### config.mk
export PLATFORM = sky130hd
export DESIGN_NAME = vec_config_unit
export DESIGN_NICKNAME = d
export VERILOG_FILES = /design/src/rtl/vec_config_unit.sv
export SDC_FILE = /design/constraint.sdc
export NUM_CORES = 1
export LEC_CHECK = 0
export ABC_AREA = 1
export CAP_MARGIN = 10
export CORE_ASPECT_RATIO = 1.1
export CORE_MARGIN = 2
export CORE_UTILIZATION = 29
export CTS_CLUSTER_SIZE = 24
export DETAILED_ROUTE_END_ITERATION = 10
export GPL_TIMING_DRIVEN = 0
export SLEW_MARGIN = 5
export SYNTH_ARGS = -nofsm -noshare
export SYNTH_HDL_FRONTEND = slang
export SYNTH_SLANG_ARGS = --single-unit
### constraint.sdc
create_clock -name clk -period 5.2 [get_ports clk]
set_input_delay 1.04 -clock clk [delete_from_list [all_inputs] [get_ports clk]]
set_output_delay 1.04 -clock clk [all_outputs]
set_load 0.01 [all_outputs]
### src/rtl/vec_config_unit.sv
// Sequential vsetvli/vsetivli/vsetvl unit that owns vl/vtype and returns the new vl to rd.
// Optional feature macro: VEC_CFG_FRAC_LMUL_EN enables the fractional LMUL (mf8/mf4/mf2) settings.
module vec_config_unit #(
    parameter int unsigned XLEN = 32,
    parameter int unsigned VLEN = 512,
    parameter int unsigned ELEN = 32
) (
    input  logic            clk,
    input  logic            rst_n,
    input  logic            inst_valid,
    output logic            inst_ready,
    input  logic [XLEN-1:0] vec_inst,
    input  logic [XLEN-1:0] rs1_data,
    input  logic [XLEN-1:0] rs2_data,
    output logic            resp_valid,
    input  logic            resp_ready,
    output logic [4:0]      rd_addr,
    output logic            rd_wr_en,
    output logic [XLEN-1:0] rd_data,
    output logic [XLEN-1:0] csr_vl,
    output logic [XLEN-1:0] csr_vtype
);

    localparam int unsigned HI_W   = 17;
    localparam logic [6:0]  OPC_V  = 7'b1010111;
    localparam logic [2:0]  F3_CFG = 3'b111;
    localparam logic [XLEN-1:0] VTYPE_ILL = {1'b1, {(XLEN-1){1'b0}}};

    typedef enum logic [1:0] {
        S_IDLE = 2'd0,
        S_CALC = 2'd1,
        S_RESP = 2'd2
    } state_t;

    state_t state, state_nxt;
    logic   calc_phase, calc_phase_nxt;
    logic   accept_c, eval_c, commit_c, done_c;
    logic   is_cfg_c;

    // Latched instruction: only bits [31:15] and rd carry information for the datapath.
    logic [HI_W-1:0] inst_hi_q;
    logic [4:0]      rd_q;
    logic [XLEN-1:0] rs1_q, rs2_q;

    logic [XLEN-1:0] vlmax_q, avl_q, vtype_q, vlmax_cur;
    logic            ill_q;

    logic            is_vli_c, is_ivli_c, keep_c, ill_c;
    logic [4:0]      rs1_f_c, uimm_c;
    logic [XLEN-1:0] vtype_c, sew_c, base_c, vlmax_c, avl_c, vl_c;
    logic [2:0]      vsew_c, vlmul_c;

    assign is_cfg_c = (vec_inst[6:0] == OPC_V) && (vec_inst[14:12] == F3_CFG);

    // State register; CALC spends two cycles (evaluate, then commit).
    always_ff @(posedge clk or negedge rst_n) begin
        if (!rst_n) begin
            state      <= S_IDLE;
            calc_phase <= 1'b0;
        end else begin
            state      <= state_nxt;
            calc_phase <= calc_phase_nxt;
        end
    end

    always_comb begin
        state_nxt      = state;
        calc_phase_nxt = 1'b0;
        accept_c       = 1'b0;
        eval_c         = 1'b0;
        commit_c       = 1'b0;
        done_c         = 1'b0;
        case (state)
            S_IDLE: begin
                if (inst_valid && is_cfg_c) begin
                    accept_c  = 1'b1;
                    state_nxt = S_CALC;
                end
            end
            S_CALC: begin
                if (!calc_phase) begin
                    eval_c         = 1'b1;
                    calc_phase_nxt = 1'b1;
                end else begin
                    commit_c  = 1'b1;
                    state_nxt = S_RESP;
                end
            end
            S_RESP: begin
                if (resp_ready) begin
                    done_c    = 1'b1;
                    state_nxt = S_IDLE;
                end
            end
            default: state_nxt = S_IDLE;
        endcase
    end

    assign is_vli_c  = !inst_hi_q[16];
    assign is_ivli_c = inst_hi_q[16] && inst_hi_q[15];
    assign rs1_f_c   = inst_hi_q[4:0];
    assign uimm_c    = inst_hi_q[4:0];
    assign keep_c    = !is_ivli_c && (rs1_f_c == 5'd0) && (rd_q == 5'd0);

    always_comb begin
        vtype_c = rs2_q;
        if (is_vli_c) begin
            vtype_c = XLEN'(inst_hi_q[15:5]);
        end else if (is_ivli_c) begin
            vtype_c = XLEN'(inst_hi_q[14:5]);
        end
    end

    assign vsew_c  = vtype_c[5:3];
    assign vlmul_c = vtype_c[2:0];
    assign sew_c   = XLEN'(8) << vsew_c;
    assign base_c  = XLEN'(VLEN) >> (4'(vsew_c) + 4'd3);

    // VLMAX and legality of the requested vtype, including the keep-vl rule.
    always_comb begin
        vlmax_c = '0;
        ill_c   = (|vtype_c[XLEN-1:8]) || vsew_c[2] || (sew_c > XLEN'(ELEN)) || (vlmul_c == 3'd4);
        if (!vlmul_c[2]) begin
            vlmax_c = base_c << vlmul_c[1:0];
        end else if (vlmul_c != 3'd4) begin
`ifdef VEC_CFG_FRAC_LMUL_EN
            vlmax_c = base_c >> (4'd8 - 4'(vlmul_c));
            if ((sew_c > (XLEN'(ELEN) >> (4'd8 - 4'(vlmul_c)))) || (vlmax_c == '0)) begin
                ill_c = 1'b1;
            end
`else
            ill_c = 1'b1;
`endif
        end
        if (keep_c && (vlmax_c != vlmax_cur)) begin
            ill_c = 1'b1;
        end
    end

    always_comb begin
        avl_c = '1;
        if (is_ivli_c) begin
            avl_c = XLEN'(uimm_c);
        end else if (rs1_f_c != 5'd0) begin
            avl_c = rs1_q;
        end else if (rd_q == 5'd0) begin
            avl_c = csr_vl;
        end
    end

    assign vl_c = (avl_q < vlmax_q) ? avl_q : vlmax_q;

    // Operand capture, evaluation stage, CSR commit and response channel.
    always_ff @(posedge clk or negedge rst_n) begin
        if (!rst_n) begin
            inst_ready <= 1'b1;
            inst_hi_q  <= '0;
            rd_q       <= '0;
            rs1_q      <= '0;
            rs2_q      <= '0;
            vlmax_q    <= '0;
            avl_q      <= '0;
            vtype_q    <= '0;
            ill_q      <= 1'b0;
            vlmax_cur  <= '0;
            resp_valid <= 1'b0;
            rd_addr    <= '0;
            rd_wr_en   <= 1'b0;
            rd_data    <= '0;
            csr_vl     <= '0;
            csr_vtype  <= VTYPE_ILL;
        end else begin
            inst_ready <= (state_nxt == S_IDLE);
            if (accept_c) begin
                inst_hi_q <= vec_inst[31:15];
                rd_q      <= vec_inst[11:7];
                rs1_q     <= rs1_data;
                rs2_q     <= rs2_data;
            end
            if (eval_c) begin
                vlmax_q <= vlmax_c;
                avl_q   <= avl_c;
                vtype_q <= vtype_c;
                ill_q   <= ill_c;
            end
            if (commit_c) begin
                resp_valid <= 1'b1;
                rd_addr    <= rd_q;
                rd_wr_en   <= (rd_q != 5'd0);
                if (ill_q) begin
                    csr_vl    <= '0;
                    csr_vtype <= VTYPE_ILL;
                    rd_data   <= '0;
                    vlmax_cur <= '0;
                end else begin
                    csr_vl    <= vl_c;
                    csr_vtype <= vtype_q;
                    rd_data   <= vl_c;
                    vlmax_cur <= vlmax_q;
                end
            end
            if (done_c) begin
                resp_valid <= 1'b0;
                rd_wr_en   <= 1'b0;
            end
        end
    end

endmodule

### Yosys cells after proc, flatten, opt, wreduce, memory -nomap -nowiden

Index checks and enable logic that the tools add are counted.

* flip-flop bits (word level): 290
* bits of input ports: 100
* output and inout bits: 104

* $add $sub $neg: 1
* order comparisons: 2
* eq/ne operators: 7
* shifts and indexed selects: 3
* multiplexer cells: 29
* reduce and logical (&&, ||, !) cells: 18

Operator list (count)
* two-way mux 32 bit: 10
* > comparator 32 x 6 -> 1 bit, second input constant: 1
* less-than comparator 32 bit: 1
* != test 32 bit: 1
* << shifter 32 x 2 -> 32 bit: 1
* << shifter 4 x 3 -> 32 bit, first input constant: 1
* >> shifter 10 x 4 -> 32 bit, first input constant: 1
* OR reduction 24 bit: 1
* two-way mux 1 bit: 15
* zero test 5 bit: 2
* nonzero test 5 bit: 2
* equality test 7 bit, second input constant: 1
* equality test 3 bit, second input constant: 2
* logical AND 1 bit: 6
* two-way mux 2 bit: 3
* case mux 2 bit (3 select lines): 1
* adder 3 x 2 -> 4 bit, second input constant: 1
* zero test 2 bit: 2
* logical OR 1 bit: 3
* != test 3 bit, second input constant: 1
* equality test 2 x 1 -> 1 bit, second input constant: 1
* equality test 2 bit, second input constant: 1
* nonzero test 2 bit: 1
* zero test 1 bit: 1

### Depth between registers and ports, before layout

Gate-level depths: netlist of run 1.

* depth in word-level cells: 10
* gate-level depth with buffers: 16
* mapped depth without buffers: 15

### Least setup slack after synthesis of run 1

No wires, ideal clock.

* path type: input-to-reg
* start point: in vec_inst[4]
* end point: reg inst_hi_q[0]
* setup time: 0.125 ns
* arrival: 2.205 ns
* data required time: 5.075 ns
* path slack: 2.870 ns
* stages on the path: 5
* path buffers: 2
* cells stage by stage: nor4b_1 > nand2_1 > buf_1 > buf_2 > mux2_2

* word-level cells in the longest chain between the ends: 5

Ends and longest elaborated chain
* from (decl): RTL line 12 `input logic [XLEN-1:0] vec_inst,`
* equality test 7 bit: RTL line 53 `assign is_cfg_c = (vec_inst[6:0] == OPC_V) && (vec_inst[14:12] == F3_CFG);`
* logical AND 1 bit: RTL line 53
* logical AND 1 bit: RTL line 75 `if (inst_valid && is_cfg_c) begin`
* two-way mux 1 bit: RTL line 75
* two-way mux 1 bit: RTL line 73 `case (state)`
* to (signal assigned): RTL line 175 `inst_hi_q <= vec_inst[31:15];`
* to (decl): RTL line 41 `logic [HI_W-1:0] inst_hi_q;`

No other way between the ends.
A chain may end at the register's enable or synchronous reset.

### Final worst setup path of run 1

* start point: in vec_inst[3]
* end point: reg inst_hi_q[15]

The elaborated chain is that of the path after synthesis.

==> flow_summary.ini, run 1 <==
[status]
outcome = complete, no violations

[clock_tree]
root_buffer = clkbuf_16
numCtsBuffers = 26
cts_resized = 0
cts_htree_levels = 1
cts_tree = built
clk_pin_slew_worst_paths_ns = 0.06
cts_sinks = 246
holdBufCountCts = 0
clockBufferDepth = 3
clk_latency_ns = 0.52
post-cts-setup-buffers = 0

[hold_path]
worstHoldPathCells = 2
hold_path.class = flop to flop
hold_path.startpoint = rd_addr[2]

[sta]
rsz0062_at_grt = no
hold_viol_final = 0
fin_ws_ns = 2.32
worst_pin_slew_ns = 0.918
report.final.slew_viol_count = 0
post-route-period-util_pct = 55.4
finClkSkew_ns = 0.0102
maxSlewHeadroom_pct = 38.8
final-setup-viol-count = 0
max_freq_mhz = 347
period_minus_slack_ns = 2.88

[synth]
postSynthAreaPerCell_um2 = 10.1
netlist_area_um2 = 10700
yosys_most_used_dff = dfrtp_1
synth-seq-cells = 246
ys_types = 40
synthCells = 1056
synth_top_area_share_pct = 57.1
synth_top_cell_by_area = dfrtp_1
syn_nets = 1165
synth-edff-count = 0
synth_area_leaders = dfrtp_1 57%, mux2_2 9.1%, nand2_1 7.2%
synth_warnings = 0
synth-async-reset-ratio_pct = 100
ys_seq_area_share_pct = 57.6

[power_and_ir_drop]
ir_worst_vdd_mv = 0.205
leakagePower_uw = 0.00676
powerDensity_nw_per_um2 = 295

[routing]
drt_iter0_drc = 406
routed_wl_mm = 30.6
drc = 0
vias = 8173
routedWlPerCell_um = 17.0
drt-vias-per-instance = 4.54
first_pass_iters = 5
detail-route-antenna-nets = 0

[critical_path]
crit_fanout = 10
rr_startpoint = state[1]
critPathRequiredTime_ns = 5.60
crit_arrival_ns = 3.28
crit_type = primary input to flop
cp_cell_sequence = clkdlybuf4s50_1 -> inv_1 -> nand4_1 -> nor3_1 -> nand2_1 -> buf_1 -> buf_2 -> mux2_2
crit_path_top_delay_cell = buf_1
crit_family = buffers and inverters
reg2regPathDepth = 7
worst-path-stages = 8
critPathMaxStageDelay_ns = 0.48
cp-end-kind = flop
worstSetupStartpointType = primary input
critical_path_buf_inv_count = 4
crit_start = vec_inst[3]

[placement]
dp_slack_ns = 1.75
gp_congestion = 0.830
portBuffers = 203
dp_cells = 1748
dp_hpwl_mm = 22.7

[global_routing]
grt_pass1_vias = 8531
grt_remaining_overflow = 0
grt_pass1_wl_mm = 47.5
grt_max_degree = 90
antenna_found_initial = 5
track_usage_pct = 15.8
grt.met3_usage_pct = 3.96
busiest_layer = met2
grtUsageMet2_pct = 28.2
grt_use_met1_pct = 18.7

[cells_and_area]
fin_cells = 1799
drive_gt1_share_pct = 14.7
area_delta_synth_final_pct = 33.2
layout_common_cells = 244 x dfrtp_1, 204 x nand2_1, 202 x clkdlybuf4s50_1, 112 x o21ai_0, 111 x inv_1
final_common_cell = dfrtp_1
nNetsFinal = 1398

[job]
cap_violations = 0

[floorplanning]
die_x_um = 187
die_h_um = 205
core-area_um2 = 36300
start_util_pct = 29.5
pin_count = 204
rows = 73
die_area_um2 = 38400
[final timing paths]
kind                                      end  slack [ns]
worst max-delay path            inst_hi_q[15]        2.32
worst min-delay path               rd_addr[2]        0.47
worst max register to register       avl_q[4]        2.53
worst min register to register     rd_addr[2]        0.47
max in group asynchronous          csr_vl[25]        3.49
min in group asynchronous           rs2_q[22]        0.50
[power by group]
part	leakage, uW	switching, uW	internal [uW]	total (uW)
clock	0.000404	746	1070	1820
combinational	0.00294	244	165	409
sequential	0.00342	21.1	1950	1970
[registers in the layout (all words and copies together) (netlist names), 2 cells and up]
signal     count
vlmax_q       10
rs2_q         32
rd_addr        5
csr_vtype     32
vtype_q       32
rd_q           5
vlmax_cur     10
rs1_q         32
csr_vl        32
avl_q         32
inst_hi_q     17
state          2
[kinds of logic (layout without fill, tap and decap cells)]
logic type | Yosys count | count (layout) | synth area share [%]
compound gates | 178 | 178 | 10.0
fa+ha+maj | 9 | 9 | 1.05
buf+inv | 199 | 449 | 8.34
flops | 246 | 246 | 57.6
mux | 88 | 88 | 9.25
other cells | 0 | 6 | 0
simple gates | 336 | 336 | 13.7
[worst min-delay path: cells and delay by family (launching register included)]
kind | cells | cell delay (ns)
AND/OR/NAND/NOR | 2 | 0.10
flip-flops | 1 | 0.34
[synth_stat cells (2+ instances only)]
master and count:
dfrtp_1 244, nand2_4 2, mux2_2 86, clkbuf_1 40, nor4_1 4, mux2i_1 2, o22ai_1 13, or2_2 2
buf_4 33, buf_1 6, nor2_1 28, a22o_1 3, inv_1 111, ha_1 9, inv_2 2, o2111ai_1 2
nand4_1 6, buf_2 5, o21ai_0 112, nand3_1 67, o211ai_1 4, nand2_1 204, dfstp_2 2, o221ai_1 30
nor3_1 3, nor2_2 5, a21oi_1 9, nand2_2 10
[stage by stage]
stage | hold slack (ns) | TNS (ns) | instance area [um^2] | utilization (%) | power, uW
floorplan | 0.451 | 0 | 10700 | - | 2210
global placement | 0.454 | -1842.30 | 13300 | 36.8 | 2410
detailed placement | 0.461 | 0 | 13400 | 36.9 | 2420
CTS | 0.474 | 0 | 14200 | 39.2 | 4250
global route | 0.503 | 0 | 14200 | 39.2 | 4370
finish | 0.470 | 0 | 14200 | 39.2 | 4200
[cell type report]
type	instances	area, um^2
Multi-Input combinational cell	611	3640
Clock inverter	9	100
Inverter	114	430
Buffer	85	460
Antenna cell	6	15.0
Clock buffer	36	729
Fill cell	3581	22000
Tap cell	487	609
Sequential cell	246	6160
Timing Repair Buffer	205	2090
[per-layer routing]
layer | up-vias | share of wire, %
met5 | - | 0
met4 | 0 | 2.5
met3 | 38 | 6.7
met2 | 213 | 50
met1 | 3970 | 41
li1 | 3952 | -
(Power assumes the default switching activity.)
==> run 2: changes to the inputs <==
==> constraint.sdc (replaced) <==
create_clock -name clk -period 2.9 [get_ports clk]
set_input_delay 0.58 -clock clk [delete_from_list [all_inputs] [get_ports clk]]
set_output_delay 0.58 -clock clk [all_outputs]
set_load 0.01 [all_outputs]
==> results of run 2 <==
The final DEF is identical to that of run 1. Status: complete, no violations.
Main changes from that run: setup slack after placement 1.75 ns -> -0.0923 ns; setup slack after layout 2.32 ns -> 0.230 ns; hold slack 0.470 ns -> 0.0352 ns; start point of the critical path vec_inst[3] -> state[1]; end point of the critical path inst_hi_q[15] -> avl_q[4]; register-to-register setup slack 2.53 ns -> 0.23 ns; total power 4200 uW -> 7540 uW; worst IR drop on VDD 0.205 mV -> 0.367 mV
